$ cat src/rtl/mash_pkg.sv
// ============================================================================
// mash_pkg : shared encodings and the noise-cancellation sum for the MASH NCL
// Revision : 1.0
// ============================================================================
`default_nettype none

package mash_pkg;

  localparam logic [1:0] ORDER_INT = 2'd0;
  localparam logic [1:0] ORDER_1   = 2'd1;
  localparam logic [1:0] ORDER_2   = 2'd2;
  localparam logic [1:0] ORDER_3   = 2'd3;

  typedef enum logic [1:0] {
    IDLE = 2'd0,
    FILL = 2'd1,
    RUN  = 2'd2
  } state_e;

  localparam int Y_WIDTH = 4;
  localparam logic signed [Y_WIDTH-1:0] Y_MIN = -4'sd3;
  localparam logic signed [Y_WIDTH-1:0] Y_MAX = 4'sd4;

  function automatic logic signed [Y_WIDTH-1:0] ext_bit(input logic b);
    return {{(Y_WIDTH-1){1'b0}}, b};
  endfunction

  // y = c1 + (1-z^-1)c2 + (1-z^-1)^2 c3, truncated to the selected order
  function automatic logic signed [Y_WIDTH-1:0] calc_y(
    input logic [1:0] order,
    input logic       c1,
    input logic       c2,
    input logic       c2d,
    input logic       c3,
    input logic       c3d,
    input logic       c3dd
  );
    logic signed [Y_WIDTH-1:0] t1;
    logic signed [Y_WIDTH-1:0] t2;
    logic signed [Y_WIDTH-1:0] t3;
    logic signed [Y_WIDTH-1:0] y;
    t1 = ext_bit(c1);
    t2 = ext_bit(c2) - ext_bit(c2d);
    t3 = ext_bit(c3) - (ext_bit(c3d) <<< 1) + ext_bit(c3dd);
    case (order)
      ORDER_INT: y = '0;
      ORDER_1:   y = t1;
      ORDER_2:   y = t1 + t2;
      ORDER_3:   y = t1 + t2 + t3;
      default:   y = '0;
    endcase
    return y;
  endfunction

endpackage

`default_nettype wire

$ cat src/rtl/mash_diff.sv
// ============================================================================
// mash_diff : 1-bit enabled delay tap exposing current and previous samples
// Revision  : 1.0
// ============================================================================
`default_nettype none

module mash_diff (
  input  logic i_clk,
  input  logic i_rst_n,
  input  logic i_en,
  input  logic i_bit,
  output logic o_cur,
  output logic o_prev
);

  logic prev_q;
  logic prev_d;

  always_comb begin
    prev_d = i_en ? i_bit : prev_q;
  end

  always_ff @(posedge i_clk or negedge i_rst_n) begin
    if (!i_rst_n) prev_q <= 1'b0;
    else          prev_q <= prev_d;
  end

  assign o_cur  = i_bit;
  assign o_prev = prev_q;

endmodule

`default_nettype wire

$ cat src/rtl/mash_ncl.sv
// ============================================================================
// mash_ncl : MASH 1-1-1 bit alignment, noise cancellation and saturated
//            divider output with warm-up valid tracking
// Revision : 1.0
// ============================================================================
`default_nettype none

module mash_ncl
  import mash_pkg::*;
#(
  parameter int P_INT_WIDTH   = 8,
  parameter int P_FILL_CYCLES = 3
) (
  input  logic                   i_clk,
  input  logic                   i_rst_n,
  input  logic                   i_en,
  input  logic [1:0]             i_order,
  input  logic                   i_q1,
  input  logic                   i_q2,
  input  logic                   i_q3,
  input  logic [P_INT_WIDTH-1:0] i_ncw_int,
  output logic [P_INT_WIDTH-1:0] o_div,
  output logic                   o_valid,
  output logic                   o_sat
);

  localparam int CNT_W = (P_FILL_CYCLES > 0) ? $clog2(P_FILL_CYCLES + 1) : 1;
  localparam int S_W   = P_INT_WIDTH + 2;
  localparam logic [CNT_W-1:0]      CNT_LOAD = CNT_W'(P_FILL_CYCLES);
  localparam logic signed [S_W-1:0] DIV_MAX  = S_W'((64'd1 << P_INT_WIDTH) - 64'd1);

  // Stage 1 leads stage 3 by two cycles and stage 2 by one.
  logic q1_d1_q, q1_d1_d;
  logic q1_d2_q, q1_d2_d;
  logic q2_d1_q, q2_d1_d;

  logic c2, c2d, c3, c3d_a, c3d, c3dd;

  always_comb begin
    q1_d1_d = i_en ? i_q1    : q1_d1_q;
    q1_d2_d = i_en ? q1_d1_q : q1_d2_q;
    q2_d1_d = i_en ? i_q2    : q2_d1_q;
  end

  always_ff @(posedge i_clk or negedge i_rst_n) begin
    if (!i_rst_n) begin
      q1_d1_q <= 1'b0;
      q1_d2_q <= 1'b0;
      q2_d1_q <= 1'b0;
    end else begin
      q1_d1_q <= q1_d1_d;
      q1_d2_q <= q1_d2_d;
      q2_d1_q <= q2_d1_d;
    end
  end

  mash_diff u_diff_s2 (
    .i_clk   (i_clk),
    .i_rst_n (i_rst_n),
    .i_en    (i_en),
    .i_bit   (q2_d1_q),
    .o_cur   (c2),
    .o_prev  (c2d)
  );

  mash_diff u_diff_s3a (
    .i_clk   (i_clk),
    .i_rst_n (i_rst_n),
    .i_en    (i_en),
    .i_bit   (i_q3),
    .o_cur   (c3),
    .o_prev  (c3d_a)
  );

  mash_diff u_diff_s3b (
    .i_clk   (i_clk),
    .i_rst_n (i_rst_n),
    .i_en    (i_en),
    .i_bit   (c3d_a),
    .o_cur   (c3d),
    .o_prev  (c3dd)
  );

  logic signed [Y_WIDTH-1:0] y;
  logic signed [S_W-1:0]     sum;

  always_comb begin
    y   = calc_y(i_order, q1_d2_q, c2, c2d, c3, c3d, c3dd);
    sum = $signed({2'b00, i_ncw_int}) + $signed({{(S_W-Y_WIDTH){y[Y_WIDTH-1]}}, y});
    assert (y >= Y_MIN && y <= Y_MAX);
  end

  logic [P_INT_WIDTH-1:0] div_q, div_d;
  logic                   sat_q, sat_d;

  always_comb begin
    div_d = div_q;
    sat_d = sat_q;
    if (i_en) begin
      if (sum[S_W-1]) begin
        div_d = '0;
        sat_d = 1'b1;
      end else if (sum > DIV_MAX) begin
        div_d = '1;
        sat_d = 1'b1;
      end else begin
        div_d = sum[P_INT_WIDTH-1:0];
        sat_d = 1'b0;
      end
    end
  end

  always_ff @(posedge i_clk or negedge i_rst_n) begin
    if (!i_rst_n) begin
      div_q <= '0;
      sat_q <= 1'b0;
    end else begin
      div_q <= div_d;
      sat_q <= sat_d;
    end
  end

  state_e           state_q, state_d;
  logic [CNT_W-1:0] cnt_q, cnt_d;
  logic [1:0]       order_q;
  logic             valid_q, valid_d;
  logic             order_chg;

  always_comb begin
    order_chg = (i_order != order_q);
    state_d   = state_q;
    cnt_d     = cnt_q;
    if (!i_en) begin
      state_d = IDLE;
    end else begin
      case (state_q)
        IDLE: begin
          state_d = (P_FILL_CYCLES == 0) ? RUN : FILL;
          cnt_d   = CNT_LOAD;
        end
        FILL, RUN: begin
          // A reload on order change wins over the normal countdown.
          if (order_chg) begin
            state_d = (P_FILL_CYCLES == 0) ? RUN : FILL;
            cnt_d   = CNT_LOAD;
          end else if (state_q == FILL) begin
            cnt_d = cnt_q - CNT_W'(1);
            if (cnt_q <= CNT_W'(1)) state_d = RUN;
          end
        end
        default: state_d = IDLE;
      endcase
    end
    valid_d = (state_d == RUN);
  end

  always_ff @(posedge i_clk or negedge i_rst_n) begin
    if (!i_rst_n) begin
      state_q <= IDLE;
      cnt_q   <= '0;
      order_q <= ORDER_INT;
      valid_q <= 1'b0;
    end else begin
      state_q <= state_d;
      cnt_q   <= cnt_d;
      order_q <= i_order;
      valid_q <= valid_d;
    end
  end

  assign o_div   = div_q;
  assign o_sat   = sat_q;
  assign o_valid = valid_q;

endmodule

`default_nettype wire
$ cat config.mk
export PLATFORM = sky130hd
export DESIGN_NAME = mash_ncl
export DESIGN_NICKNAME = d
export VERILOG_FILES = /design/src/rtl/mash_pkg.sv /design/src/rtl/mash_diff.sv /design/src/rtl/mash_ncl.sv
export SDC_FILE = /design/constraint.sdc
export NUM_CORES = 1
export LEC_CHECK = 0
export CAP_MARGIN = 5
export CORE_AREA = 2 2 57 59
export DETAILED_ROUTE_END_ITERATION = 16
export DIE_AREA = 0 0 59 61
export PLACE_DENSITY = 0.92
export SETUP_SLACK_MARGIN = 0.5
export SLEW_MARGIN = 20
export SYNTH_ARGS = -nofsm -noshare
export SYNTH_HDL_FRONTEND = slang
export SYNTH_HIERARCHICAL = 1
export SYNTH_SLANG_ARGS = --single-unit
$ cat constraint.sdc
create_clock -name i_clk -period 7.7 [get_ports i_clk]
set_clock_uncertainty 0.05 [all_clocks]
set_input_delay 0.77 -clock i_clk [delete_from_list [all_inputs] [get_ports i_clk]]
set_output_delay 0.77 -clock i_clk [all_outputs]
set_load 0.01 [all_outputs]
; ---- Word level (Yosys, flattened, before mapping)
; Index checks and enable logic that the tools add are counted.
[totals]
register_bits = 22
latch_bits = 0
ram_bits = 0
mem_bits_ro = 0
input_bits = 16
output_inout_bits = 10
memories = 0
[classes]
n_addsub = 7
multipliers = 0
n_div = 0
magnitude_cmp = 2
n_eq_ne = 8
n_shift = 0
mux = 13
bitwise_logic = 0
reduce_logical = 5
[ops]
columns = cell, n
row1 = 2-to-1 mux 8 bit, 2
row2 = one-hot mux 4 bit (4 select lines), 1
row3 = 2-to-1 mux 2 bit, 6
row4 = adder 9 x 4 -> 10 bit, 1
row5 = "> comparator 10 x 9 -> 1 bit, second input constant", 1
row6 = "equality test 2 bit, second input constant", 4
row7 = one-hot mux 2 bit (2 select lines), 2
row8 = adder 3 x 2 -> 4 bit, 1
row9 = adder 3 x 4 -> 4 bit, 1
row10 = "equality test 2 x 1 -> 1 bit, second input constant", 2
row11 = logical NOT 2 bit, 2
row12 = adder 2 x 2 -> 3 bit, 1
row13 = "inequality test 3 bit, second input constant", 1
row14 = AND reduction 3 bit, 1
row15 = subtractor 1 x 2 -> 3 bit, 1
row16 = "<= comparator 2 x 1 -> 1 bit, second input constant", 1
row17 = 2-to-1 mux 1 bit, 2
row18 = inequality test 2 bit, 1
row19 = nonzero test 2 bit, 1
row20 = OR reduction 2 bit, 1
row21 = subtractor 1 x 1 -> 2 bit, 1
row22 = "subtractor 2 x 1 -> 2 bit, second input constant", 1

; ---- Logic depth before layout (Yosys ltp)
[logic_depth]
word_depth = 8
depth_mapped = 20

; ---- Modules after synthesis
; Netlist, hierarchy kept.
[by_module_without_submodules]
columns = module, instances, cells_each, area_each_um2
row1 = mash_ncl, 1, 167, 1512.7
row2 = mash_diff, 3, 3, 47.5

; ---- Worst setup path after synthesis
; No wires, ideal clock.
[synth_path]
kind = register to register
startpoint = reg q2_d1_q
endpoint = reg div_q[5], in the netlist o_div[5]
setup_time_ns = 0.148
arrival_ns = 3.646
required_time_ns = 7.502
setup_slack_ns = 3.856
stages_incl_launch_ff = 20
period_less_slack_ns = 3.844
path_cell_list = dfrtp_1 > buf_4 > inv_1 > ha_1 > inv_1 > ha_1 > inv_1 > fa_1 > inv_1 > fa_1 > nand2_1 > o21ai_0 > and2_1 > ha_1 > a21o_1 > a21oi_1 > a31oi_1 > o31ai_4 > nand2b_1 > o221ai_1
[synth_via]
elab_chain_cells = 8
[synth_lines]
columns = item, line_no
row1 = from (decl), mash_ncl.sv:35  ; logic q2_d1_q, q2_d1_d;
row2 = from (signal assigned), mash_ncl.sv:53  ; q2_d1_q <= q2_d1_d;
row3 = subtractor 1 x 1 -> 2 bit *, mash_pkg.sv:43  ; t2 = ext_bit(c2) - ext_bit(c2d);
row4 = adder 2 x 2 -> 3 bit *, "mash_pkg.sv:48, mash_pkg.sv:49"
row5 = adder 3 x 4 -> 4 bit, mash_pkg.sv:49  ; ORDER_3: y = t1 + t2 + t3;
row6 = one-hot mux 4 bit (4 select lines) *, mash_pkg.sv:45  ; case (order)
row7 = adder 9 x 4 -> 10 bit *, mash_ncl.sv:89  ; sum = $signed({2'b00, i_ncw_int}) + $signed({{(S_W-Y_WIDTH){y[Y_WIDTH-1]}}, y});
row8 = > comparator 10 x 9 -> 1 bit, mash_ncl.sv:103  ; end else if (sum > DIV_MAX) begin
row9 = 2-to-1 mux 8 bit, mash_ncl.sv:103
row10 = 2-to-1 mux 8 bit *, mash_ncl.sv:100  ; if (sum[S_W-1]) begin
row11 = to (signal assigned), mash_ncl.sv:118  ; div_q <= div_d;
row12 = to (decl), mash_ncl.sv:93  ; logic [P_INT_WIDTH-1:0] div_q, div_d;
; Mark *: on every way between the ends. The rest lies on a longest branch, timed or not.
; A chain may end at the register's enable or synchronous reset.

; ---- Final worst setup path
; Ends and elaborated chain as after synthesis.

==> flow_summary.toml <==
[critical_path]
worstSetupEndpointType = "register"
path_max_fanout = 9
cpPeakStageDelay_ns = 0.42
cp.arrival_ns = 4.29
crit_top_cell = "inv_1"
crit_family = "adder cells"
slowest_stage = "fa_1"
required_ns = 7.83
crit_buf_inv = 4
path_cells = "inv_1 > ha_1 > inv_1 > ha_1 > inv_1 > fa_1 > inv_1 > fa_1 > nand2_1 > o21ai_0 > and2_1 > ha_1 > a21o_1 > a21oi_1 > a31oi_1 > o31ai_4 > nand2b_1 > o221ai_1"
cp-start-kind = "register"
crit_type = "register to register"

[clock_network]
cts_setup_buffers = 0
clkLatencyLatePin_ns = 0.31
cts_hold_buffers = 0
cts_resized = 0
numCtsBuffers = 3
cts.path.max_buffers = 2
cts_max_level = 1
clk_pin_slew_ns = 0.12
cts_tree = "done"
cts_sinks = 22
clockRootBuffer = "clkbuf_4"

[pwr]
vdd_ir_drop_max_mv = 0.1496
leakagePower_nw = 0.9399
power_density_mw_per_mm2 = 211.5

[floorplan]
initial_core_util = 0.5606
fp-row-count = 20
io_pins = 26
die_y_um = 61
die_w_um = 59
core-area_mm2 = 0.002953
dieArea_mm2 = 0.003599

[route]
drt_first_pass_iters = 5
finalWirelength_um = 3326
vias_per_cell = 5.626
drc = 0
num_vias = 1294
drt-initial-drc-count = 32
ant_nets = 0
wl_per_cell_um = 14.46

[sta]
period_share = 0.5407
layout_setup_ws_ns = 3.537
fmax_mhz = 240.2
hold_viol = 0
rsz0062_at_grt = "no"
setup_tns_ns = 0
slew_headroom = 0.4322
finalSetupViolCount = 0
min_period_ns = 4.163
tightest_slew_ns = 0.8491
finalMaxSlewViolations = 0

[global_routing]
grt_max_degree = 23
grt_use_total = 0.2143
antenna_found_initial = 0
grt_first_pass_wirelength_um = 5789
gr-total-overflow = 0
grt_pass1_vias = 1326

[logic_synthesis]
synth-edff-count = 0
yosys_warnings = 6
synthDistinctLibCells = 53
synth_area_per_cell_um2 = 9.405
netlist.area_leader.share = 0.3326
synth-seq-cells = 22
syn_inst = 176
syn_area_mm2 = 0.001655
yosysTopAreaCell = "dfrtp_1"
ys.flop_type = "dfrtp_1"
seq_area_frac_synth = 0.3326
synthArstFlopShare = 1.000
synth_fp_nets = 208
synthTopCellsByArea = "dfrtp_1, ha_1, inv_1, fa_1, mux2_4"

[final_layout]
layout-drive-gt1-share = 0.1066
layout_commonest_cell = "clkdlybuf4s50_1"
area_growth_pct = 17.46
n_antenna_cell = 0
final_cell_mix = "clkdlybuf4s50_1, inv_1, dfrtp_1"
nNetsFinal = 230

[place]
pre_cts_ws_ns = 3.250
post-dp-hpwl_um = 2553
numPortBuffers = 25
place_congestion = 0.9348

[run]
cap_violations = 0

[status]
status = "completed"

[worst_hold_path]
hold_class = "input port to asynchronous set/reset pin"
logic make-up (layout without fill, tap and decap cells):
kind of cell / after synthesis / in the layout / synth area share
compound gates: 37 / 37 / 0.1776
buf+inv: 32 / 53 / 0.08465
flops: 22 / 22 / 0.3326
simple gates: 55 / 55 / 0.1807
fa+ha+maj: 16 / 16 / 0.1345
mux: 7 / 7 / 0.05291
xor+xnor: 7 / 7 / 0.03704
where the power goes:
part | internal (mW) | total [mW] | leakage [nW] | switching [mW]
Clock | 0.0527 | 0.0883 | 0.0279 | 0.0357
Combinational | 0.0873 | 0.176 | 0.651 | 0.0889
Sequential | 0.134 | 0.147 | 0.261 | 0.0131
flip-flops by register name (all words and copies together) (netlist names), 2 cells and up:
register / cells
o_div: 8
cnt_q: 2
order_q: 2
state_q: 2
per-stage QoR:
stage                     power, mW  cell area [um^2]  cells  utilization  hold WS [ns]
after floorplan              0.2613              1655    176            -        0.3992
after global placement       0.3191              1897    226       0.6424        0.4308
after detailed placement     0.3238              1897    226       0.6424        0.4409
after CTS                    0.4144              1949    230       0.6602        0.4750
after global routing         0.4417              1944    230       0.6585        0.3603
final                        0.4113              1944    230       0.6585        0.3453
worst reg2reg max path: cells and delay by family, from the launching register on:
kind            cells  cell delay [ns]
fa+ha+maj           5             1.65
compound gates      6             1.29
simple gates        3             0.40
flops               1             0.39
buf+inv             4             0.26
cell type report:
type / count / area, um^2
sequential: 22 / 550.5
clock inverter: 1 / 30.03
multi-input combinational: 122 / 964.7
tap: 33 / 41.29
timing repair buffer: 25 / 245.2
clock buffer: 3 / 22.52
inverter: 24 / 90.09
fill: 239 / 1008
synth_stat cells, types with 3 or more instances:
master    number
a21oi_1        5
buf_4          5
dfrtp_1       22
fa_1           3
ha_1          13
inv_1         23
mux2_4         3
nand2_1       11
nand2b_1       5
nand3_1        4
nor2_1        11
nor2b_1        5
nor3_1         4
nor3b_1        3
o21ai_0        4
o22ai_1        5
xnor2_1        3
xor2_1         4
path summary, 6_finish.rpt:
path / startpoint / to / slack, ns / cells past startpoint
worst max-delay path: q2_d1_q / o_div[5] / 3.54 / 18
worst min-delay path: i_rst_n / u_diff_s3b/o_prev / 0.35 / 1
worst max register to register: q2_d1_q / o_div[5] / 3.54 / 18
worst min register to register: q1_d1_q / q1_d2_q / 0.46 / 2
max in group asynchronous: i_rst_n / o_div[1] / 6.93 / 1
min in group i_clk: q1_d1_q / q1_d2_q / 0.46 / 2
per-layer routing:
layer  share of wire  track usage  up-vias
met5               0            0        -
met2            0.49       0.3651       42
li1                -            -      646
met1            0.43       0.2634      596
met3           0.055      0.05970       10
met4           0.019      0.07143        0
(Power assumes the default switching activity.)
